--- config.mk ---
export PLATFORM = sky130hd
export DESIGN_NAME = debug_unit
export DESIGN_NICKNAME = d
export VERILOG_FILES = /design/src/rtl/debug_unit.sv
export SDC_FILE = /design/constraint.sdc
export NUM_CORES = 1
export LEC_CHECK = 0
export CORE_MARGIN = 4
export CORE_UTILIZATION = 33
export CTS_CLUSTER_DIAMETER = 60
export DETAILED_ROUTE_END_ITERATION = 8
export PLACE_DENSITY = 0.57
export SLEW_MARGIN = 20
export SYNTH_ARGS = -nofsm -noshare
export SYNTH_HDL_FRONTEND = slang
export SYNTH_SLANG_ARGS = --single-unit
--- constraint.sdc ---
create_clock -name i_clk -period 2.9 [get_ports i_clk]
set_input_delay 0.58 -clock i_clk [delete_from_list [all_inputs] [get_ports i_clk]]
set_output_delay 0.58 -clock i_clk [all_outputs]
set_load 0.005 [all_outputs]
--- src/rtl/debug_unit.sv ---
// Host debug controller for pipeline: command decode, program load, run/step, state dump over UART.
// Optional data-memory dump section enabled by defining DEBUG_UNIT_MEM_DUMP_EN.
module debug_unit #(
  parameter int NB_IF_ID        = 64,
  parameter int NB_ID_EX        = 139,
  parameter int NB_EX_MEM       = 76,
  parameter int NB_MEM_WB       = 71,
  parameter int DMEM_DUMP_WORDS = 8,
  parameter int DRAIN_CYCLES    = 3
) (
  input  logic                 i_clk,
  input  logic                 i_reset,
  input  logic [7:0]           i_rx_data,
  input  logic                 i_rx_done,
  output logic [7:0]           o_tx_data,
  output logic                 o_tx_start,
  input  logic                 i_tx_done,
  output logic                 o_halt,
  output logic                 o_write_instruction_mem,
  output logic [31:0]          o_instruction_mem_addr,
  output logic [31:0]          o_instruction_mem_data,
  output logic [4:0]           o_r_addr_registers,
  output logic [4:0]           o_r_addr_data_mem,
  input  logic [31:0]          i_r_data_registers,
  input  logic [31:0]          i_r_data_data_mem,
  input  logic [NB_IF_ID-1:0]  i_IF_ID,
  input  logic [NB_ID_EX-1:0]  i_ID_EX,
  input  logic [NB_EX_MEM-1:0] i_EX_MEM,
  input  logic [NB_MEM_WB-1:0] i_MEM_WB,
  input  logic                 i_end
);

  localparam int IF_B        = (NB_IF_ID + 7) / 8;
  localparam int ID_B        = (NB_ID_EX + 7) / 8;
  localparam int EX_B        = (NB_EX_MEM + 7) / 8;
  localparam int WB_B        = (NB_MEM_WB + 7) / 8;
  localparam int LATCH_BYTES = IF_B + ID_B + EX_B + WB_B;
  localparam int LATCH_BITS  = 8 * LATCH_BYTES;

  localparam logic [7:0] CMD_LOAD = 8'h4C;
  localparam logic [7:0] CMD_RUN  = 8'h43;
  localparam logic [7:0] CMD_STEP = 8'h53;
  localparam logic [7:0] HDR_END  = 8'h45;
  localparam logic [7:0] HDR_STEP = 8'h53;

  typedef enum logic [3:0] {
    S_IDLE, S_LOAD, S_ACK, S_RUN, S_STEP,
    S_HDR, S_LATCH, S_RD_WAIT, S_RD_CAP, S_RD_SEND
  } state_t;

  state_t                  state;
  logic [1:0]              byte_cnt;
  logic [23:0]             word_acc;
  logic                    ended;
  logic                    end_seen;
  logic [31:0]             drain_cnt;
  logic                    tx_busy;
  logic [LATCH_BITS-1:0]   snap;
  logic [15:0]             latch_cnt;
  logic                    rd_mem;
  logic [4:0]              rd_idx;
  logic [31:0]             word_buf;

  logic [8*IF_B-1:0]       if_pad;
  logic [8*ID_B-1:0]       id_pad;
  logic [8*EX_B-1:0]       ex_pad;
  logic [8*WB_B-1:0]       wb_pad;
  logic [LATCH_BITS-1:0]   latch_cat;

  always_comb begin
    if_pad = '0;
    id_pad = '0;
    ex_pad = '0;
    wb_pad = '0;
    if_pad[NB_IF_ID-1:0]  = i_IF_ID;
    id_pad[NB_ID_EX-1:0]  = i_ID_EX;
    ex_pad[NB_EX_MEM-1:0] = i_EX_MEM;
    wb_pad[NB_MEM_WB-1:0] = i_MEM_WB;
  end

  assign latch_cat = {if_pad, id_pad, ex_pad, wb_pad};

  always_ff @(posedge i_clk) begin
    if (i_reset) begin
      state                   <= S_IDLE;
      o_halt                  <= 1'b1;
      o_write_instruction_mem <= 1'b0;
      o_instruction_mem_addr  <= '0;
      o_instruction_mem_data  <= '0;
      o_r_addr_registers      <= '0;
      o_r_addr_data_mem       <= '0;
      o_tx_start              <= 1'b0;
      o_tx_data               <= '0;
      byte_cnt                <= '0;
      word_acc                <= '0;
      ended                   <= 1'b0;
      end_seen                <= 1'b0;
      drain_cnt               <= '0;
      tx_busy                 <= 1'b0;
      snap                    <= '0;
      latch_cnt               <= '0;
      rd_mem                  <= 1'b0;
      rd_idx                  <= '0;
      word_buf                <= '0;
    end else begin
      o_tx_start              <= 1'b0;
      o_write_instruction_mem <= 1'b0;
      if (i_tx_done) tx_busy <= 1'b0;

      case (state)
        S_IDLE: begin
          if (i_rx_done) begin
            case (i_rx_data)
              CMD_LOAD: begin
                state                  <= S_LOAD;
                o_instruction_mem_addr <= '0;
                byte_cnt               <= '0;
              end
              CMD_RUN: begin
                state     <= S_RUN;
                o_halt    <= 1'b0;
                end_seen  <= 1'b0;
                drain_cnt <= '0;
              end
              CMD_STEP: begin
                if (ended) begin
                  state <= S_HDR;
                  snap  <= latch_cat;
                end else begin
                  state  <= S_STEP;
                  o_halt <= 1'b0;
                end
              end
              default: ;
            endcase
          end
        end

        // A byte arriving during the write cycle starts the next word, unless this write is HALT.
        S_LOAD: begin
          if (o_write_instruction_mem) begin
            o_instruction_mem_addr <= o_instruction_mem_addr + 32'd4;
            if (o_instruction_mem_data == '1) begin
              ended <= 1'b0;
              state <= S_ACK;
            end
          end
          if (i_rx_done && !(o_write_instruction_mem && o_instruction_mem_data == '1)) begin
            byte_cnt <= byte_cnt + 2'd1;
            word_acc <= {word_acc[15:0], i_rx_data};
            if (byte_cnt == 2'd3) begin
              o_instruction_mem_data  <= {word_acc, i_rx_data};
              o_write_instruction_mem <= 1'b1;
            end
          end
        end

        S_ACK: begin
          if (!tx_busy) begin
            o_tx_start <= 1'b1;
            o_tx_data  <= CMD_LOAD;
            tx_busy    <= 1'b1;
            state      <= S_IDLE;
          end
        end

        // The cycle in which i_end is first seen counts as the start of the drain.
        S_RUN: begin
          if (end_seen || i_end) begin
            end_seen <= 1'b1;
            if (drain_cnt == 32'(DRAIN_CYCLES)) begin
              o_halt <= 1'b1;
              ended  <= 1'b1;
              state  <= S_HDR;
              snap   <= latch_cat;
            end else begin
              drain_cnt <= drain_cnt + 32'd1;
            end
          end
        end

        S_STEP: begin
          o_halt <= 1'b1;
          if (i_end) ended <= 1'b1;
          state <= S_HDR;
          snap  <= latch_cat;
        end

        S_HDR: begin
          if (!tx_busy) begin
            o_tx_start <= 1'b1;
            o_tx_data  <= ended ? HDR_END : HDR_STEP;
            tx_busy    <= 1'b1;
            latch_cnt  <= '0;
            state      <= S_LATCH;
          end
        end

        S_LATCH: begin
          if (!tx_busy) begin
            o_tx_start <= 1'b1;
            o_tx_data  <= snap[LATCH_BITS-1 -: 8];
            tx_busy    <= 1'b1;
            snap       <= snap << 8;
            latch_cnt  <= latch_cnt + 16'd1;
            if (latch_cnt == 16'(LATCH_BYTES - 1)) begin
              rd_mem             <= 1'b0;
              rd_idx             <= '0;
              o_r_addr_registers <= '0;
              state              <= S_RD_WAIT;
            end
          end
        end

        S_RD_WAIT: state <= S_RD_CAP;

        S_RD_CAP: begin
          word_buf <= rd_mem ? i_r_data_data_mem : i_r_data_registers;
          byte_cnt <= '0;
          state    <= S_RD_SEND;
        end

        S_RD_SEND: begin
          if (!tx_busy) begin
            o_tx_start <= 1'b1;
            o_tx_data  <= word_buf[31:24];
            tx_busy    <= 1'b1;
            word_buf   <= word_buf << 8;
            byte_cnt   <= byte_cnt + 2'd1;
            if (byte_cnt == 2'd3) begin
              if (!rd_mem) begin
                if (rd_idx == 5'd31) begin
`ifdef DEBUG_UNIT_MEM_DUMP_EN
                  rd_mem            <= 1'b1;
                  rd_idx            <= '0;
                  o_r_addr_data_mem <= '0;
                  state             <= S_RD_WAIT;
`else
                  state             <= S_IDLE;
`endif
                end else begin
                  rd_idx             <= rd_idx + 5'd1;
                  o_r_addr_registers <= rd_idx + 5'd1;
                  state              <= S_RD_WAIT;
                end
              end else begin
                if (rd_idx == 5'(DMEM_DUMP_WORDS - 1)) begin
                  state <= S_IDLE;
                end else begin
                  rd_idx            <= rd_idx + 5'd1;
                  o_r_addr_data_mem <= {rd_idx[2:0] + 3'd1, 2'b00};
                  state             <= S_RD_WAIT;
                end
              end
            end
          end
        end

        default: state <= S_IDLE;
      endcase
    end
  end

endmodule
* Yosys cells after proc, flatten, opt, wreduce, memory -nomap -nowiden
Index checks and enable logic that the tools add are counted.
** Storage, ports and cells
- Output and inout port bits :: 85
- Input bits :: 427
- Register bits after elaboration :: 553
- Logic and storage cells :: 168
** Cells by class
- Reduce and logical (&&, ||, !) cells :: 32
- Bitwise logic cells :: 3
- Equal/unequal tests :: 39
- Muxes and demuxes :: 72
- Add/sub/neg operators :: 5
** Operator list (count)
- 2-to-1 mux 360 bit :: 6
- one-hot mux 360 bit (4 select lines) :: 1
- 2-to-1 mux 32 bit :: 8
- one-hot mux 32 bit (2 select lines) :: 3
- 2-to-1 mux 4 bit :: 11
- one-hot mux 4 bit (10 select lines) :: 1
- adder 32 x 1 -> 32 bit, second input constant :: 1
- adder 32 x 3 -> 32 bit, second input constant :: 1
- == test 32 x 2 -> 1 bit, second input constant :: 1
- == test 32 bit, second input constant :: 1
- 2-to-1 mux 16 bit :: 2
- 2-to-1 mux 8 bit :: 4
- != test 2 bit, second input constant :: 16
- one-hot mux 16 bit (2 select lines) :: 1
- one-hot mux 8 bit (4 select lines) :: 1
- 2-to-1 mux 5 bit :: 6
- == test 8 x 7 -> 1 bit, second input constant :: 3
- AND reduction 6 bit :: 3
- adder 16 x 1 -> 16 bit, second input constant :: 1
- == test 16 x 6 -> 1 bit, second input constant :: 1
- == test 4 x 3 -> 1 bit, second input constant :: 4
- 2-to-1 mux 1 bit :: 16
- AND reduction 5 bit :: 3
- one-hot mux 4 bit (3 select lines) :: 1
- other kinds (33) :: 55

* Longest topological paths before layout
- Depth in word-level cells :: 6
- Gate-level depth with buffers :: 11

* Worst setup path after synthesis
No wires, ideal clock.
- Path kind :: register to register
- Start :: reg drain_cnt[0]
- End :: reg snap[286]
- Path buffers :: 4
- Slack :: 395 ps
- Required time :: 2809 ps
- Arrival time :: 2414 ps
- Stages on the path, launching flop included :: 12
- Cells stage by stage :: dfxtp_1 ha_1 buf_2 nor4b_1 nand4_1 o21ai_0 and3_1 buf_2 buf_2 clkbuf_1 nor2_1 a311oi_1
** Between the ends
- Word-level cells in the longest chain between the ends :: 3
** Ends and longest elaborated chain
- start: declaration :: line 56 : logic [31:0] drain_cnt;
- start signal: assignment :: line 177 : drain_cnt <= drain_cnt + 32'd1;
- == test 32 x 2 -> 1 bit :: line 171 : if (drain_cnt == 32'(DRAIN_CYCLES)) begin
- != test 2 bit (no source line)
- AND reduction 7 bit (no source line)
- end signal: assignment :: line 175 : snap <= latch_cat;
- end signal: assignment :: line 186 : snap <= latch_cat;
- end signal: assignment :: line 204 : snap <= snap << 8;
- end: declaration :: line 58 : logic [LATCH_BITS-1:0] snap;
No other way between the ends.
A chain may end at the register's enable or synchronous reset.

* Worst setup path after layout
- Start :: reg state[3]
- End :: reg snap[180]
** Between the ends
- Word-level cells in the longest chain between the ends :: 3
- Elaborated cells on any way between the ends :: 13
- Classes of those cells :: eq/ne: 9; mux: 1; reduce/logical: 3
** Ends and longest elaborated chain
- start: declaration :: line 51 : state_t state;
- start signal: assignment :: line 85 : state <= S_IDLE;
- start signal: assignment :: line 115 : state <= S_LOAD;
- start signal: assignment :: line 120 : state <= S_RUN;
- == test 4 x 3 -> 1 bit (tied with other cells) :: line 110 : case (state)
- nonzero test 4 bit (no source line) (tied with other cells)
- AND reduction 7 bit (no source line)
- end signal: assignment :: line 128 : snap <= latch_cat;
- end signal: assignment :: line 175
- end signal: assignment :: line 186
Parallel ways exist; a longest one is shown, timed or not.

==> metrics.yaml <==
rsz0062_at_grt: "no"
final_cells: 4471
period_share_pct: 90.7
clkSlewWorstSetupHoldPaths_ns: 0.06
critPathTopFamily: "simple AND/OR/NAND/NOR gates"
yosysUniqueCellTypes: 65
dr.pass1.iters: 5
drive_gt1_share_pct: 7.11
grt_pass1_wl_mm: 120
min_period_ns: 2.63
max_freq_mhz: 380
vias_per_cell: 5.05
min_from: "i_reset"
synth_seq_cells: 551
grt_pass1_vias: 21600
via_count: 22600
max_slew_margin_pct: 56.5
crit_type: "register to register"
skew_ns: 0.0310
syn_to_final_growth_pct: 35.5
reg2reg_slack_ns: 0.27
crit_required_ns: 3.37
worst_pin_slew_ns: 0.650
final_hold_viol_count: 0
drv_slew: 0
timing.rr.end: "snap[180]"
drt-total-wl_mm: 76.8
ir_worst_vdd_mv: 0.355
dp_slack_ns: -0.241
mostFrequentLayoutCells: "nand2_1 (858), dfxtp_1 (551), nor2_1 (496), clkdlybuf4s50_1 (471), a311oi_1 (368)"
num_io_pins: 512
cp-end-kind: "register"
use_met1_pct: 25.4
worstSetupStartpointType: "register"
dpl.cell_count: 4340
h-tree-depth: 3
grt_max_degree: 110
clk_latency_ns: 0.59
cts_root_buffer: "clkbuf_16"
cap_viol_max_count: 0
grt_use_total_pct: 19.2
numPortBuffers: 472
ant_nets: 0
grt.met2_usage_pct: 30.9
worstPathCellList: "nor4_1 > nand3_1 > o22ai_1 > and3_4 > buf_12 > buf_4 > nor2_1 > a311oi_1"
synth.avg_cell_area_um2: 7.80
synth_flop_cell: "dfxtp_1"
clock_sinks: 551
use_met3_pct: 4.82
worstPathArrival_ns: 3.10
cp_slowest_cell: "nor4_1"
initial_core_util_pct: 33.3
fill_cells: 7208
p_leak_nw: 11.4
place_hpwl_mm: 54.8
fin_ws_ns: 0.271
synth_edf_count: 0
p_per_area_mw_per_mm2: 739
cpPeakStageDelay_ns: 0.55
clk_path_buf_depth: 3
cts_tree: "done"
yosysSeqAreaShare_pct: 46.3
die_x_um: 277
gp_congestion: 0.802
status: "completed"
whs_path_depth: 2
grt-busiest-layer: "met2"
reg2reg_from: "state[3]"
layout.nets: 3892
grt_antenna_before_repair: 27
synth_async_sr_flop_share_pct: 0
syn_area_mm2: 0.0238
min_to: "o_instruction_mem_addr[2]"
numCtsBuffers: 66
drc_errors: 0
core_mm2: 0.0715
min_path_type: "primary input to register"
worstPathMaxFanout: 22
synth_warnings: 0
r2r_cells: 8
drtIter0Drc: 1530
setup_violations: 0
fp.dieArea_mm2: 0.0765
overflow: 0
critPathBufInv: 2
die_y_um: 277
synthCells: 3054
final_common_cell: "nand2_1"
placementRows: 98
wl_per_cell_um: 17.2
-- metrics by stage --
step | utilization (%) | TNS, ns | hold slack, ns | power, mW | area (um^2)
after floorplan | - | 0 | 0.432 | 13.6 | 23800
after detailed placement | 42.0 | -54.38 | 0.443 | 15.6 | 30000
final | 45.1 | 0 | 0.375 | 23.8 | 32300
after global placement | 42.0 | -42.59 | 0.440 | 15.6 | 30000
after CTS | 45.1 | 0 | 0.324 | 24.1 | 32200
after global routing | 45.1 | 0 | 0.363 | 25.3 | 32200
-- area by class of cell --
type                    instances  area [um^2]  area share, %
diodes                         17         42.5          0.132
clock buffers                  92         1890           5.86
clock inverters                22          284          0.880
inverters                      30          113          0.349
multi-input cells            2212        11600           36.1
flip-flops and latches        551        11000           34.2
well taps                     950         1190           3.68
repair buffers                597         6070           18.8
-- repair_timing --
item                       4_1_cts  5_1_grt
hold buffers                     0        0
hold endpoints to repair         0        0
setup buffers                    0        0
setup endpoints to repair        0        8
resized for setup                0        1
-- power by group --
part	total (mW)	switching [mW]	internal [mW]
registers	10.3	1.01	9.26
clock network	8.37	3.28	5.09
logic	5.21	2.73	2.48
total	23.8	7.02	16.8
-- state kept, by name, summed over array words and instances, names as in the netlist, 2 cells and up --
signal / cells
snap: 360
drain_cnt: 32
o_instruction_mem_data: 32
word_buf: 32
o_instruction_mem_addr: 30
word_acc: 24
latch_cnt: 16
o_tx_data: 8
rd_idx: 5
state: 4
byte_cnt: 2
-- per-layer routing --
layer	share of wire [%]	vias to the layer above
li1	-	11500
met1	45	10400
met2	46	503
met3	6.1	118
met4	2.2	18
met5	0.17	-
-- kinds of logic (layout without fill, tap and decap cells) --
group           count (synthesis)  count (layout)  synth area share (%)
simple gates                 1570            1570                  27.1
mux                            27              27                  1.14
buf+inv                       297             741                  5.04
flops                         551             551                  46.3
fa+ha+maj                       7               7                 0.368
xor+xnor                       54              54                  1.99
compound gates                547             547                  18.0
other cells                     1              24                0.0157
-- worst register-to-register path, delay by kind of cell, from the launching register on --
family / cells / cell delay, ns
simple gates: 4 / 1.10
compound gates: 2 / 0.53
buf+inv: 2 / 0.47
flops: 1 / 0.43
-- synthesized netlist by cell type (11+ instances only) --
| master | n | share of area [%] |
|---|---|---|
| nor4_1 | 20 | 0.53 |
| xor2_1 | 16 | 0.59 |
| nand3_1 | 52 | 1.1 |
| nand2_1 | 858 | 14 |
| mux2i_1 | 26 | 1.1 |
| nor3_1 | 27 | 0.57 |
| o21ai_0 | 33 | 0.69 |
| a311oi_1 | 368 | 14 |
| a21oi_1 | 90 | 1.9 |
| nand4_1 | 35 | 0.92 |
| inv_1 | 30 | 0.47 |
| or3_1 | 24 | 0.63 |
| xnor2_1 | 38 | 1.4 |
| clkbuf_1 | 209 | 3.3 |
| and3_1 | 11 | 0.29 |
| nor2_1 | 496 | 7.8 |
| buf_2 | 39 | 0.82 |
| a22oi_1 | 12 | 0.38 |
| dfxtp_1 | 551 | 46 |
-- how the worst max path moves through the flow --
stage / endpoint / startpoint / cells past startpoint
after detailed placement: snap[255] / i_rx_data[2] / 10
final: snap[180] / state[3] / 8
after floorplan: snap[286] / drain_cnt[0] / 11
after global placement: drain_cnt[31] / i_end / 8
after CTS: snap[28] / state[0] / 9
after global routing: snap[28] / state[3] / 8
No activity file was read; power rests on OpenSTA's default activity.
